==> config.mk <==
export PLATFORM = sky130hd
export DESIGN_NAME = bus_arbiter
export DESIGN_NICKNAME = d
export VERILOG_FILES = /design/src/rtl/bus_arbiter_pkg.sv /design/src/rtl/bus_decoder.sv /design/src/rtl/bus_arbiter.sv
export SDC_FILE = /design/constraint.sdc
export NUM_CORES = 1
export LEC_CHECK = 0
export CORE_ASPECT_RATIO = 1.25
export CORE_MARGIN = 3
export CORE_UTILIZATION = 41
export DETAILED_ROUTE_END_ITERATION = 8
export MAX_ROUTING_LAYER = met4
export PLACE_DENSITY = 0.91
export SYNTH_ARGS = -nofsm -noshare
export SYNTH_HDL_FRONTEND = slang
export SYNTH_HIERARCHICAL = 1
export SYNTH_SLANG_ARGS = --single-unit
==> constraint.sdc <==
create_clock -name clock -period 7.1 [get_ports clock]
set_input_delay 0.71 -clock clock [delete_from_list [all_inputs] [get_ports clock]]
set_output_delay 0.71 -clock clock [all_outputs]
set_load 0.01 [all_outputs]
==> src/rtl/bus_arbiter_pkg.sv <==
// Shared types and default address map for the imem/dmem bus arbiter.
package bus_arbiter_pkg;
  typedef enum logic [2:0] {ROM, PRINT, CLINT, RAM, NONE} region_t;
  typedef enum logic [1:0] {IDLE, BUSY, ERR} state_t;
  typedef enum logic {IMEM, DMEM} master_t;

  localparam logic [31:0] ROM_BASE   = 32'h0000_0000;
  localparam logic [31:0] ROM_TOP    = 32'h0000_0080;
  localparam logic [31:0] PRINT_BASE = 32'h0100_0000;
  localparam logic [31:0] PRINT_TOP  = 32'h0100_0004;
  localparam logic [31:0] CLINT_BASE = 32'h0200_0000;
  localparam logic [31:0] CLINT_TOP  = 32'h0200_C000;
  localparam logic [31:0] RAM_BASE   = 32'h8000_0000;
  localparam logic [31:0] RAM_TOP    = 32'h9000_0000;

  // One-hot select ordered {ram,clint,print,rom}; NONE selects nothing.
  function automatic logic [3:0] region_sel(region_t r);
    case (r)
      ROM:     return 4'b0001;
      PRINT:   return 4'b0010;
      CLINT:   return 4'b0100;
      RAM:     return 4'b1000;
      default: return 4'b0000;
    endcase
  endfunction
endpackage

==> src/rtl/bus_decoder.sv <==
// Combinational address decode into a hit flag and one-hot slave select.
module bus_decoder
  import bus_arbiter_pkg::*;
#(
  parameter logic [31:0] rom_base   = ROM_BASE,
  parameter logic [31:0] rom_top    = ROM_TOP,
  parameter logic [31:0] print_base = PRINT_BASE,
  parameter logic [31:0] print_top  = PRINT_TOP,
  parameter logic [31:0] clint_base = CLINT_BASE,
  parameter logic [31:0] clint_top  = CLINT_TOP,
  parameter logic [31:0] ram_base   = RAM_BASE,
  parameter logic [31:0] ram_top    = RAM_TOP
) (
  input  logic [31:0] addr,
  output logic        hit,
  output logic [3:0]  sel
);
  region_t region;

  always_comb begin
    region = NONE;
    if (addr >= rom_base && addr < rom_top)          region = ROM;
    else if (addr >= print_base && addr < print_top) region = PRINT;
    else if (addr >= clint_base && addr < clint_top) region = CLINT;
    else if (addr >= ram_base && addr < ram_top)     region = RAM;
    hit = (region != NONE);
    sel = region_sel(region);
  end
endmodule

==> src/rtl/bus_arbiter.sv <==
// Round-robin arbiter sharing one memory bus between imem and dmem,
// with address decode, unmapped-address faults and a slave watchdog.
module bus_arbiter
  import bus_arbiter_pkg::*;
#(
  parameter logic [31:0] rom_base       = ROM_BASE,
  parameter logic [31:0] rom_top        = ROM_TOP,
  parameter logic [31:0] print_base     = PRINT_BASE,
  parameter logic [31:0] print_top      = PRINT_TOP,
  parameter logic [31:0] clint_base     = CLINT_BASE,
  parameter logic [31:0] clint_top      = CLINT_TOP,
  parameter logic [31:0] ram_base       = RAM_BASE,
  parameter logic [31:0] ram_top        = RAM_TOP,
  parameter int unsigned timeout_cycles = 64
) (
  input  logic        clock,
  input  logic        reset,
  input  logic        imem_valid,
  input  logic [31:0] imem_addr,
  output logic        imem_ready,
  output logic [31:0] imem_rdata,
  output logic        imem_error,
  input  logic        dmem_valid,
  input  logic [31:0] dmem_addr,
  input  logic [31:0] dmem_wdata,
  input  logic [3:0]  dmem_wstrb,
  output logic        dmem_ready,
  output logic [31:0] dmem_rdata,
  output logic        dmem_error,
  output logic        bus_valid,
  output logic        bus_instr,
  output logic [31:0] bus_addr,
  output logic [31:0] bus_wdata,
  output logic [3:0]  bus_wstrb,
  output logic [3:0]  bus_sel,
  input  logic [31:0] bus_rdata,
  input  logic        bus_ready
);
  localparam int WD_W = $clog2(timeout_cycles);

  state_t          state, state_nx;
  master_t         last_grant, cand;
  logic [WD_W-1:0] wd;
  logic [31:0]     mux_addr;
  logic [3:0]      sel_dec, sel_q;
  logic            hit, req_any, wd_last, done_ok, err_cyc;

  // Tie goes to whoever did not win last time.
  always_comb begin
    if (imem_valid && dmem_valid) cand = (last_grant == IMEM) ? DMEM : IMEM;
    else if (imem_valid)          cand = IMEM;
    else                          cand = DMEM;
  end

  assign req_any  = imem_valid | dmem_valid;
  assign mux_addr = (cand == IMEM) ? imem_addr : dmem_addr;
  assign wd_last  = (wd == WD_W'(timeout_cycles - 1));

  bus_decoder #(
    .rom_base(rom_base), .rom_top(rom_top),
    .print_base(print_base), .print_top(print_top),
    .clint_base(clint_base), .clint_top(clint_top),
    .ram_base(ram_base), .ram_top(ram_top)
  ) u_dec (
    .addr(mux_addr),
    .hit (hit),
    .sel (sel_dec)
  );

  always_ff @(posedge clock or negedge reset) begin
    if (!reset) state <= IDLE;
    else        state <= state_nx;
  end

  always_comb begin
    state_nx = state;
    case (state)
      IDLE:    if (req_any) state_nx = hit ? BUSY : ERR;
      BUSY:    if (bus_ready) state_nx = IDLE;
               else if (wd_last) state_nx = ERR;
      ERR:     state_nx = IDLE;
      default: state_nx = IDLE;
    endcase
  end

  // Slave response is forwarded combinationally in the completing cycle.
  always_comb begin
    done_ok    = (state == BUSY) && bus_ready;
    err_cyc    = (state == ERR);
    bus_valid  = (state == BUSY);
    bus_sel    = bus_valid ? sel_q : 4'b0000;
    imem_ready = (done_ok || err_cyc) && (last_grant == IMEM);
    dmem_ready = (done_ok || err_cyc) && (last_grant == DMEM);
    imem_error = err_cyc && (last_grant == IMEM);
    dmem_error = err_cyc && (last_grant == DMEM);
    imem_rdata = (done_ok && last_grant == IMEM) ? bus_rdata : 32'h0;
    dmem_rdata = (done_ok && last_grant == DMEM) ? bus_rdata : 32'h0;
  end

  always_ff @(posedge clock or negedge reset) begin
    if (!reset) begin
      last_grant <= DMEM;
      bus_instr  <= 1'b0;
      bus_addr   <= 32'h0;
      bus_wdata  <= 32'h0;
      bus_wstrb  <= 4'h0;
      sel_q      <= 4'h0;
      wd         <= '0;
    end else if (state == IDLE && req_any) begin
      last_grant <= cand;
      bus_instr  <= (cand == IMEM);
      bus_addr   <= mux_addr;
      bus_wdata  <= (cand == DMEM) ? dmem_wdata : 32'h0;
      bus_wstrb  <= (cand == DMEM) ? dmem_wstrb : 4'h0;
      sel_q      <= sel_dec;
      wd         <= '0;
    end else if (state == BUSY) begin
      wd <= wd + WD_W'(1);
    end
  end
endmodule

[Word level (Yosys, flattened, before mapping)]
Index checks and enable logic that the tools add are counted.
Operators by class
  reductions and logical operators: 18
  eq/ne operators: 9
  mux-type cells: 21
  add/sub/neg operators: 1
  bitwise operators: 3
  magnitude comparators: 8
Operators with widths (count)
  $mux 32: 4
  $ge 32x1->1 const B: 1
  $ge 32x25->1 const B: 1
  $ge 32x26->1 const B: 1
  $ge 32x32->1 const B: 1
  $lt 32x25->1 const B: 1
  $lt 32x26->1 const B: 1
  $lt 32x32->1 const B: 1
  $lt 32x8->1 const B: 1
  $pmux 4 s4: 1
  $logic_and 1x1->1: 13
  $mux 3: 4
  $mux 6: 2
  $mux 2: 4
  $mux 4: 2
  $add 6x1->6 const B: 1
  $eq 3x2->1 const B: 2
  $eq 6x6->1 const B: 1
  $pmux 2 s2: 1
  $eq 3x1->1 const B: 1
  $logic_not 3->1: 1
  $mux 1: 3
  $ne 3x1->1 const B: 1
  $ne 3x3->1 const B: 1
  9 further kinds: 10
Storage, ports and cells
  input bits: 137
  bits in registers: 82

[Logic depth before layout (Yosys ltp)]
Gate-level depths: netlist of run 1.
  word-level depth: 13
  depth in mapped cells: 12
  gate-level depth less buffers: 10

[Hierarchy]
Netlist of run 1, hierarchy kept.
Modules (own cells, without submodules)
  bus_arbiter: times used 1, area an instance 4395.5 um^2, cells each 445
  bus_decoder: times used 1, area an instance 142.6 um^2, cells each 23

[Least setup slack after synthesis of run 1]
OpenSTA, ideal clock, no wires.
  path type: input -> register
  start: input dmem_valid
  end: register state[1]
  path slack: 4.622 ns
  stages on the path: 10
  arrival time: 2.401 ns
  path buffers: 1
  cell sequence: nor2b_1 > clkbuf_1 > o21ai_0 > nand2_1 > nor2b_1 > and3_2 > a31oi_1 > a22oi_2 > or3_1 > a21oi_1
On the way
  longest elaborated chain between the ends: 13
  elaborated cells between the ends (all ways): 26
Ends and longest elaborated chain
  start, declared: RTL line bus_arbiter.sv:23  | input logic dmem_valid,
  $logic_and 1x1->1 (*): RTL line bus_arbiter.sv:50  | if (imem_valid && dmem_valid) cand = (last_grant == IMEM) ? DMEM : IMEM;
  $mux 1 (*): RTL line bus_arbiter.sv:50
  $mux 32 (*): RTL line bus_arbiter.sv:56  | assign mux_addr = (cand == IMEM) ? imem_addr : dmem_addr;
  via mux_addr[24]: RTL line bus_arbiter.sv:44  | logic [31:0] mux_addr;
  $ge 32x32->1 or $lt 32x32->1 (tied branches): RTL line bus_decoder.sv:25  | else if (addr >= ram_base && addr < ram_top) region = RAM;
  $logic_and 1x1->1: RTL line bus_decoder.sv:25
  $mux 3: RTL line bus_decoder.sv:25
  $mux 3: RTL line bus_decoder.sv:24  | else if (addr >= clint_base && addr < clint_top) region = CLINT;
  $mux 3: RTL line bus_decoder.sv:23  | else if (addr >= print_base && addr < print_top) region = PRINT;
  $mux 3 (*): RTL line bus_decoder.sv:22  | if (addr >= rom_base && addr < rom_top) region = ROM;
  $ne 3x3->1 (*): RTL line bus_decoder.sv:26  | hit = (region != NONE);
  via hit: RTL line bus_arbiter.sv:46  | logic hit, req_any, wd_last, done_ok, err_cyc;
  $mux 2 (*) (2 in a row): RTL line bus_arbiter.sv:78  | IDLE: if (req_any) state_nx = hit ? BUSY : ERR;
  $pmux 2 s2 (*): RTL line bus_arbiter.sv:77  | case (state)
  end signal, assigned: RTL line bus_arbiter.sv:72  | else state <= state_nx;
  end, declared: RTL line bus_arbiter.sv:41  | state_t state, state_nx;
The timed path passes the listed nets; every way through them passes the cells marked *. The select of a mux whose other input is x is not followed.
A chain may end at the register's enable or synchronous reset.

[Worst setup path in the final report of run 1]
  start: register state[1]
  end: output dmem_rdata[0]
On the way
  longest elaborated chain between the ends: 4
Ends and longest elaborated chain
  $eq 2x1->1: RTL line bus_arbiter.sv:88  | done_ok = (state == BUSY) && bus_ready;
  $logic_and 1x1->1: RTL line bus_arbiter.sv:88
  $logic_and 1x1->1: RTL line bus_arbiter.sv:97  | dmem_rdata = (done_ok && last_grant == DMEM) ? bus_rdata : 32'h0;
  $mux 32: RTL line bus_arbiter.sv:97
  end, declared: RTL line bus_arbiter.sv:28  | output logic [31:0] dmem_rdata,
No other way between the ends.

==> impl_metrics.py, run 1 <==
metrics = {
    "floorplan": {
        "start_util_pct": 42.38,
        "fp.dieH_um": 123.4,
        "die_w_um": 99.92,
        "core_area_um2": 10670,
        "io_pins": 279,
        "dieArea_um2": 12330,
        "rows": 42,
    },
    "drt": {
        "avgRoutedWirePerCell_um": 21.73,
        "num_vias": 5224,
        "first_pass_iters": 6,
        "drcViolationCount": 0,
        "drt_iter0_drc": 581,
        "via_per_inst": 6.139,
        "wl_um": 18490,
        "detail-route-antenna-nets": 0,
    },
    "synth": {
        "synth_warnings": 6,
        "synth_nets": 602,
        "syn_avg_cell_area_um2": 9.743,
        "syn-cell-area_um2": 4521,
        "synthesis.instances": 464,
    },
    "clocking": {
        "cts_resized": 0,
        "cts.sinks": 82,
        "ctsHoldBuffers": 0,
        "cts_made_buffers": 9,
        "clkLatencyLatePin_ns": 0.34,
        "cts_root_buffer": "clkbuf_16",
        "clkTransAtPathRegs_ns": 0.06,
        "cts_tree": "built",
        "cts_buffer_depth": 2,
        "htree_levels": 3,
        "cts_setup_buffers": 0,
    },
    "sta": {
        "min_period_ns": 3.740,
        "fmax_mhz": 267.4,
        "layout_setup_ws_ns": 3.360,
        "worst_pin_slew_ns": 1.247,
        "rsz0062_at_grt": "false",
        "slew_viol_final": 0,
        "slew-limit-headroom_pct": 16.87,
        "finalSetupViolCount": 0,
        "hold_viol": 0,
        "tns_ns": 0,
        "fin_crit_sh_pct": 52.68,
        "skew_ns": 0.005547,
    },
    "critical_path": {
        "critPathLaunch": "state[1]",
        "required_ns": 6.39,
        "critical_path_class": "reg2out",
        "r2r-start": "last_grant",
        "end_kind": "output pin",
        "path_max_fanout": 33,
        "reg2reg_slack_ns": 4.11,
        "critPathLaunchType": "register",
        "arrival_ns": 3.03,
    },
    "place": {
        "dp_slack_ns": 3.365,
        "placed_cells": 834,
        "numPortBuffers": 278,
        "dp_hpwl_um": 13690,
        "routabilityCongestion": 0.9517,
    },
    "run": {
        "cap_violations": 0,
    },
    "finish": {
        "post-route-util_pct": 71.11,
        "nFillCells": 777,
        "instances_no_fill": 851,
        "seq_area_um2": 2053,
        "fin_nets": 851,
        "multiInputGateArea_um2": 2237,
        "areaGrowthSynthToFinish_pct": 67.81,
        "layout-drive-gt1-share_pct": 5.850,
    },
    "hold_path": {
        "hold_class": "reg2reg",
        "hold_start": "wd[5]",
    },
    "global_route": {
        "grt-ovfl-total": 0,
        "grt_pass1_wl_um": 27830,
        "antenna_found_initial": 2,
        "grt_pass1_vias": 5128,
        "track_usage_pct": 30.06,
        "grt_max_degree": 83,
    },
    "run_status": {
        "status": "completed",
    },
    "power": {
        "worst_ir_drop_vdd_mv": 0.1537,
        "power_density_nw_per_um2": 246.9,
        "p_total_mw": 1.873,
        "power.leakage_nw": 3.129,
    },
}
## placed cells by master (no fill, tap or decap), drive strengths merged, types with 3 or more instances in the layout
master	n
o211ai	3
nor2b	3
nand2	39
o21ai	38
nor3	6
nand3	35
clkbuf	11
clkdlybuf4s50	276
buf	8
a311oi	33
nor4	5
and2	68
or2	4
a22o	36
and3	3
dfrtp	81
mux2	5
clkinv	4
nor2	3
a2bb2oi	32
inv	3
## metrics by stage
stage	cell area [µm²]	hold slack, ns
5_1_grt	7586	0.4977
3_3_place_gp	7287	0.4573
6_report	7586	0.4746
2_1_floorplan	4521	0.4144
4_1_cts	7584	0.4695
3_5_place_dp	7287	0.4620
## flip-flops by register name, indices dropped and copies added, names as in the netlist
register / cells
bus_instr: 1
last_grant: 1
wd: 6
bus_addr: 32
bus_wstrb: 4
bus_wdata: 32
sel_q: 4
state: 2
## power by group
part | total (mW) | leakage, nW | internal, mW | switching [mW]
Sequential | 0.671 | 1.01 | 0.585 | 0.0853
Clock | 0.469 | 0.149 | 0.281 | 0.188
Combinational | 0.734 | 1.97 | 0.408 | 0.326
Total | 1.87 | 3.13 | 1.27 | 0.599
## critical path, stage by stage, from the launching register on
cell             delay [ns]
dfrtp_1                0.45
nand2b_1               0.36
inv_1                  0.33
and3_1                 0.71
and2_1                 0.28
clkdlybuf4s50_1        0.55
## routing by layer
layer	wire, µm	GRT usage [%]
met5	0	-
met4	992	16.65
met3	2070	6.377
met2	9190	49.62
met1	6236	33.93
## final timing paths
kind / to / depth (start not counted)
max: dmem_rdata[0] / 5
min: wd[5] / 1
max reg2reg: state[1] / 10
min reg2reg: wd[5] / 1
max in group asynchronous: bus_wdata[7] / 1
min in group asynchronous: bus_addr[13] / 1
## area by class of cell
cell class	count	share of cell area (%)
timing repair buffer	284	37.18
multi-input combinational	333	29.49
inverter	3	0.1484
clock inverter	5	0.7092
sequential	82	27.07
tap	132	2.177
antenna	1	0.03299
clock buffer	11	3.200
No activity file was read; power rests on OpenSTA's default activity.
==> inputs of run 2 (changes only) <==
CORE_UTILIZATION = 38   (was 41)
PLACE_DENSITY = 0.85   (was 0.91)
clock period = 3.8 ns   (was 7.1 ns; I/O delays follow)
==> run 2 against run 1 <==
  * Sequential share of layout area decreased by 0.16 points
  * Critical path depth unchanged
  * Combinational power increased by 87%
  * Count of clock-buffer cells in the layout decreased by 2
  * Largest power group unchanged
  * Highest routed layer unchanged
==> impl_metrics.py, run 2 (synthesis gave the netlist of run 1 again) <==
metrics = {
    "run_status": {
        "status": "completed",
    },
    "sta": {
        "tns_ns": 0,
        "fin_crit_sh_pct": 86.85,
        "min_period_ns": 3.300,
        "slew-limit-headroom_pct": 12.89,
        "hold_viol": 0,
        "finalSetupViolCount": 0,
        "rsz0062_at_grt": "false",
        "worst_pin_slew_ns": 1.307,
        "fmax_mhz": 303.0,
        "slew_viol_final": 0,
        "skew_ns": 0.004793,
    },
    "drt": {
        "first_pass_iters": 5,
        "num_vias": 4946,
        "drt_iter0_drc": 393,
        "avgRoutedWirePerCell_um": 20.31,
        "wl_um": 17870,
        "drcViolationCount": 0,
        "via_per_inst": 5.620,
        "detail-route-antenna-nets": 0,
    },
    "clocking": {
        "cts_tree": "built",
        "clkLatencyLatePin_ns": 0.34,
        "cts_setup_buffers": 0,
        "htree_levels": 3,
        "cts_resized": 0,
        "cts_root_buffer": "clkbuf_16",
        "cts.sinks": 82,
        "ctsHoldBuffers": 0,
        "cts_buffer_depth": 2,
        "cts_made_buffers": 9,
        "clkTransAtPathRegs_ns": 0.06,
    },
    "critical_path": {
        "critical_path_class": "reg2out",
        "end_kind": "output pin",
        "worstPathCellList": "nand2b_1, inv_1, and3_1, and2_1, clkdlybuf4s50_1",
        "arrival_ns": 2.92,
        "critPathMaxStageDelay_ns": 0.68,
        "critPathBufInv": 2,
        "cpMaxStageDelayCell": "and3_1",
        "critPathTopFamily": "simple AND/OR/NAND/NOR gates",
        "required_ns": 3.42,
        "critPathLaunchType": "register",
        "path_max_fanout": 33,
    },
    "finish": {
        "final_common_cell": "clkdlybuf4s50_1",
        "mostFrequentLayoutCells": "clkdlybuf4s50_1, dfrtp_1, and2_1",
        "fin_nets": 855,
        "post-route-util_pct": 67.21,
        "areaGrowthSynthToFinish_pct": 68.78,
        "layout-drive-gt1-share_pct": 6.510,
        "nFillCells": 897,
        "reg_top3": "bus_addr: 32 flops, bus_wdata: 32 flops, wd: 6 flops",
    },
    "global_route": {
        "antenna_found_initial": 1,
        "track_usage_pct": 27.14,
        "grt_max_degree": 83,
        "grt_pass1_wl_um": 27650,
        "grt-ovfl-total": 0,
        "grt_pass1_vias": 4968,
    },
    "floorplan": {
        "io_pins": 279,
        "rows": 43,
        "die_w_um": 103.6,
        "dieArea_um2": 13250,
        "start_util_pct": 39.82,
        "fp.dieH_um": 127.9,
        "core_area_um2": 11350,
    },
    "place": {
        "numPortBuffers": 278,
        "routabilityCongestion": 0.9275,
        "dp_hpwl_um": 13500,
    },
    "run": {
        "cap_violations": 0,
    },
    "power": {
        "worst_ir_drop_vdd_mv": 0.2826,
        "power.leakage_nw": 3.139,
        "power_density_nw_per_um2": 450.2,
        "p_total_mw": 3.435,
    },
    "hold_path": {
        "hold_class": "in2async",
    },
}
## run 2: cell type report
| type | count | area [µm²] | area share (%) |
|---|---|---|---|
| Sequential cell | 82 | 2053 | 26.91 |
| Timing Repair Buffer | 288 | 2850 | 37.36 |
| Clock buffer | 9 | 225.2 | 2.952 |
| Clock inverter | 7 | 53.80 | 0.7051 |
| Inverter | 3 | 11.26 | 0.1476 |
| Multi-Input combinational cell | 333 | 2237 | 29.32 |
| Antenna cell | 1 | 2.502 | 0.03280 |
| Tap cell | 157 | 196.4 | 2.575 |
## run 2: worst paths after layout
kind                       startpoint        endpoint  slack [ns]  depth (start not counted)
setup / recovery             state[1]  dmem_rdata[15]        0.50                          5
hold / removal                  reset    bus_addr[18]        0.23                          1
setup reg to reg           last_grant        state[1]        0.97                         10
hold reg to reg                 wd[5]           wd[5]        0.49                          1
max in group asynchronous       reset   bus_wdata[30]        2.90                          1
min in group clock              wd[5]           wd[5]        0.49                          1
## run 2: layer usage
layer	vias up	routed length (µm)	part of all wire [%]	GRT usage, %
li1	2233	-	-	-
met4	0	607	3.4	12.05
met3	37	1536	8.6	5.642
met2	325	8998	50	45.84
met5	-	0	0	-
met1	2351	6726	38	31.48
## run 2: report_power, final
group          leakage [nW]  switching (mW)  internal (mW)  total [mW]
clock network         0.140           0.372          0.448       0.821
registers              1.01           0.151           1.09        1.24
logic                  1.99           0.597          0.772        1.37
total                  3.14            1.12           2.31        3.43
## run 2: per-stage QoR
stage / worst slack [ns] / instances / area [µm²] / hold slack, ns
3_3_place_gp: 0.7350 / 863 / 7348 / 0.4544
6_report: 0.4997 / 880 / 7630 / 0.2275
2_1_floorplan: 1.502 / 464 / 4521 / 0.08441
5_1_grt: 0.2535 / 880 / 7630 / 0.3210
4_1_cts: 0.4945 / 879 / 7627 / 0.2767
3_5_place_dp: 0.6066 / 863 / 7348 / 0.4787
==> inputs of run 3 (changes only) <==
--- a/config.mk
+++ b/config.mk
@@ -9,9 +9,8 @@
 export CORE_MARGIN = 3
-export CORE_UTILIZATION = 38
+export CORE_UTILIZATION = 35
 export DETAILED_ROUTE_END_ITERATION = 8
 export MAX_ROUTING_LAYER = met4
-export PLACE_DENSITY = 0.85
+export PLACE_DENSITY = 0.83
 export SYNTH_ARGS = -nofsm -noshare
 export SYNTH_HDL_FRONTEND = slang
-export SYNTH_HIERARCHICAL = 1
 export SYNTH_SLANG_ARGS = --single-unit
--- a/constraint.sdc
+++ b/constraint.sdc
@@ -3,2 +3,2 @@
 set_output_delay 0.38 -clock clock [all_outputs]
-set_load 0.01 [all_outputs]
+set_load 0.1 [all_outputs]
==> run 3 against run 2 <==
  * Critical path depth unchanged
  * Flip-flop and latch count stayed put
  * Hold slack got worse by 0.015 ns
  * Register-to-register slack better by 0.53 ns
  * Sequential share of layout area rose by 1.8 points
  * Routed wire length shrank 11%
  * Highest routed layer unchanged
==> impl_metrics.py, run 3 <==
metrics = {
    "clocking": {
        "cts_resized": 0,
        "cts_setup_buffers": 0,
        "htree_levels": 3,
        "cts_root_buffer": "clkbuf_16",
        "clkTransAtPathRegs_ns": 0.07,
        "cts_made_buffers": 9,
        "cts_tree": "built",
        "clkLatencyLatePin_ns": 0.33,
        "cts.sinks": 82,
        "ctsHoldBuffers": 0,
        "cts_buffer_depth": 2,
    },
    "sta": {
        "hold_viol": 0,
        "slew_viol_final": 0,
        "skew_ns": 0.005837,
        "rsz0062_at_grt": "false",
        "min_period_ns": 2.936,
        "fin_crit_sh_pct": 77.27,
        "slew-limit-headroom_pct": 28.52,
        "tns_ns": 0,
        "fmax_mhz": 340.6,
        "worst_pin_slew_ns": 1.069,
        "finalSetupViolCount": 0,
    },
    "synth": {
        "synthesis.instances": 441,
        "synth_nets": 579,
        "async_reset_ff_share_pct": 100.0,
        "netlist_top_cells_count": "dfrtp_1, nand2_1, and2_1",
        "synth_cell_types": 39,
        "synth_top_area_share_pct": 50.05,
        "synthFlopType": "dfrtp_1",
        "synth-seq-area-share_pct": 50.70,
        "synth.area.top_cells": "dfrtp_1, and2_1, a22o_1",
        "synth.most_common_cell": "dfrtp_1",
        "synth_edf_count": 0,
        "syn_avg_cell_area_um2": 9.184,
        "syn-cell-area_um2": 4050,
        "yosysTopAreaCell": "dfrtp_1",
        "synth_seq_cells": 82,
        "synth_warnings": 0,
    },
    "power": {
        "worst_ir_drop_vdd_mv": 0.5194,
        "switching_share_pct": 53.19,
        "internal-power_mw": 2.217,
        "power.leakage_nw": 3.172,
        "comb_power_share_pct": 56.3,
        "clock_power_share_pct": 18.1,
        "power_switching_mw": 2.519,
        "power_frac_seq_pct": 25.6,
        "power_density_nw_per_um2": 661.4,
    },
    "finish": {
        "layout-drive-gt1-share_pct": 14.79,
        "nFillCells": 924,
        "areaGrowthSynthToFinish_pct": 76.80,
        "diodes": 0,
        "fin_nets": 843,
        "reg_top3": "bus_addr: 32 flops, bus_wdata: 32 flops, wd: 6 flops",
        "mostFrequentLayoutCells": "clkdlybuf4s50_1, dfrtp_1, nand2_1",
        "finish.instance_area_um2": 7161,
        "final_common_cell": "clkdlybuf4s50_1",
    },
    "floorplan": {
        "io_pins": 279,
        "fp.dieH_um": 126.3,
        "dieArea_um2": 12910,
        "core_area_um2": 11190,
        "start_util_pct": 36.19,
        "die_w_um": 102.2,
        "rows": 43,
    },
    "drt": {
        "drcViolationCount": 0,
        "drt_iter0_drc": 344,
        "num_vias": 4439,
        "detail-route-antenna-nets": 0,
        "wl_um": 15840,
        "first_pass_iters": 5,
        "via_per_inst": 5.253,
        "avgRoutedWirePerCell_um": 18.74,
    },
    "critical_path": {
        "path_max_fanout": 33,
        "critPathLaunchType": "register",
        "required_ns": 3.42,
        "cpMaxStageDelayCell": "and3_1",
        "worstPathCellList": "nand2b_1, inv_1, and3_1, and2_1, buf_4",
        "critical_path_class": "reg2out",
        "critPathBufInv": 2,
        "critPathMaxStageDelay_ns": 0.71,
        "arrival_ns": 2.56,
        "r2r-start": "last_grant",
        "critPathTopFamily": "simple AND/OR/NAND/NOR gates",
        "end_kind": "output pin",
        "critPathLaunch": "state[1]",
    },
    "place": {
        "placed_area_um2": 6862,
        "routabilityCongestion": 0.8618,
        "numPortBuffers": 278,
        "dp_hpwl_um": 12480,
    },
    "run": {
        "cap_violations": 0,
    },
    "global_route": {
        "grt_max_degree": 83,
        "grt_pass1_vias": 4457,
        "antenna_found_initial": 0,
        "grt-ovfl-total": 0,
        "track_usage_pct": 24.69,
        "grt_pass1_wl_um": 23750,
    },
    "hold_path": {
        "hold_class": "in2async",
    },
    "run_status": {
        "status": "completed",
    },
}
-- run 3: layer usage --
metal	wire length, µm	part of all wire, %	track usage, %	vias to the layer above
met4	490	3.1	10.19	0
met3	1504	9.5	5.983	32
met1	5637	36	27.10	2117
met5	0	0	-	-
li1	-	-	-	2057
met2	8206	52	42.21	233
-- run 3: path summary, 6_finish.rpt --
check / to / slack [ns] / depth (start not counted)
worst max-delay path: dmem_rdata[2] / 0.86 / 5
max in group asynchronous: bus_addr[29] / 2.90 / 1
worst max register to register: state[1] / 1.50 / 6
worst min-delay path: bus_wdata[15] / 0.21 / 1
worst min register to register: bus_instr / 0.48 / 2
min in group clock: bus_instr / 0.48 / 2
-- run 3: stage by stage --
stage                     util [%]  total power, mW  hold WS, ns  setup slack (ns)  cells
final                        63.99            4.736       0.2124            0.8636    845
after global routing         63.99            4.896       0.3069            0.6035    845
after CTS                    63.99            4.769       0.2575            0.8314    845
after detailed placement     61.31            3.898       0.4745             1.090    829
after global placement       61.31            3.872       0.4620             1.165    829
after floorplan                  -            3.141      0.08441           0.06626    441
-- run 3: power by group through the flow --
stage                     registers, mW  clock network (mW)  logic [mW]
after detailed placement           1.22                   0        2.67
after floorplan                    2.69                   0       0.449
after global placement             1.21                   0        2.66
after global routing               1.23               0.915        2.75
final                              1.21               0.857        2.67
after CTS                          1.21               0.878        2.68
-- run 3: final cells by class --
class / count / area (µm²) / share of cell area (%)
Clock inverter: 5 / 46.29 / 0.6465
Inverter: 3 / 11.26 / 0.1573
Clock buffer: 11 / 252.7 / 3.530
Sequential cell: 82 / 2053 / 28.67
Multi-Input combinational cell: 326 / 1876 / 26.19
Timing Repair Buffer: 283 / 2753 / 38.44
Tap cell: 135 / 168.9 / 2.359
-- run 3: cells by family (layout without fill, tap and decap cells) --
group | count (synthesis) | after routing | synth area share (%)
xor+xnor | 1 | 1 | 0.2163
flops | 82 | 82 | 50.70
mux | 5 | 5 | 1.297
fa+ha+maj | 1 | 1 | 0.3089
simple gates | 227 | 227 | 27.74
buf+inv | 33 | 302 | 3.305
compound gates | 92 | 92 | 16.44
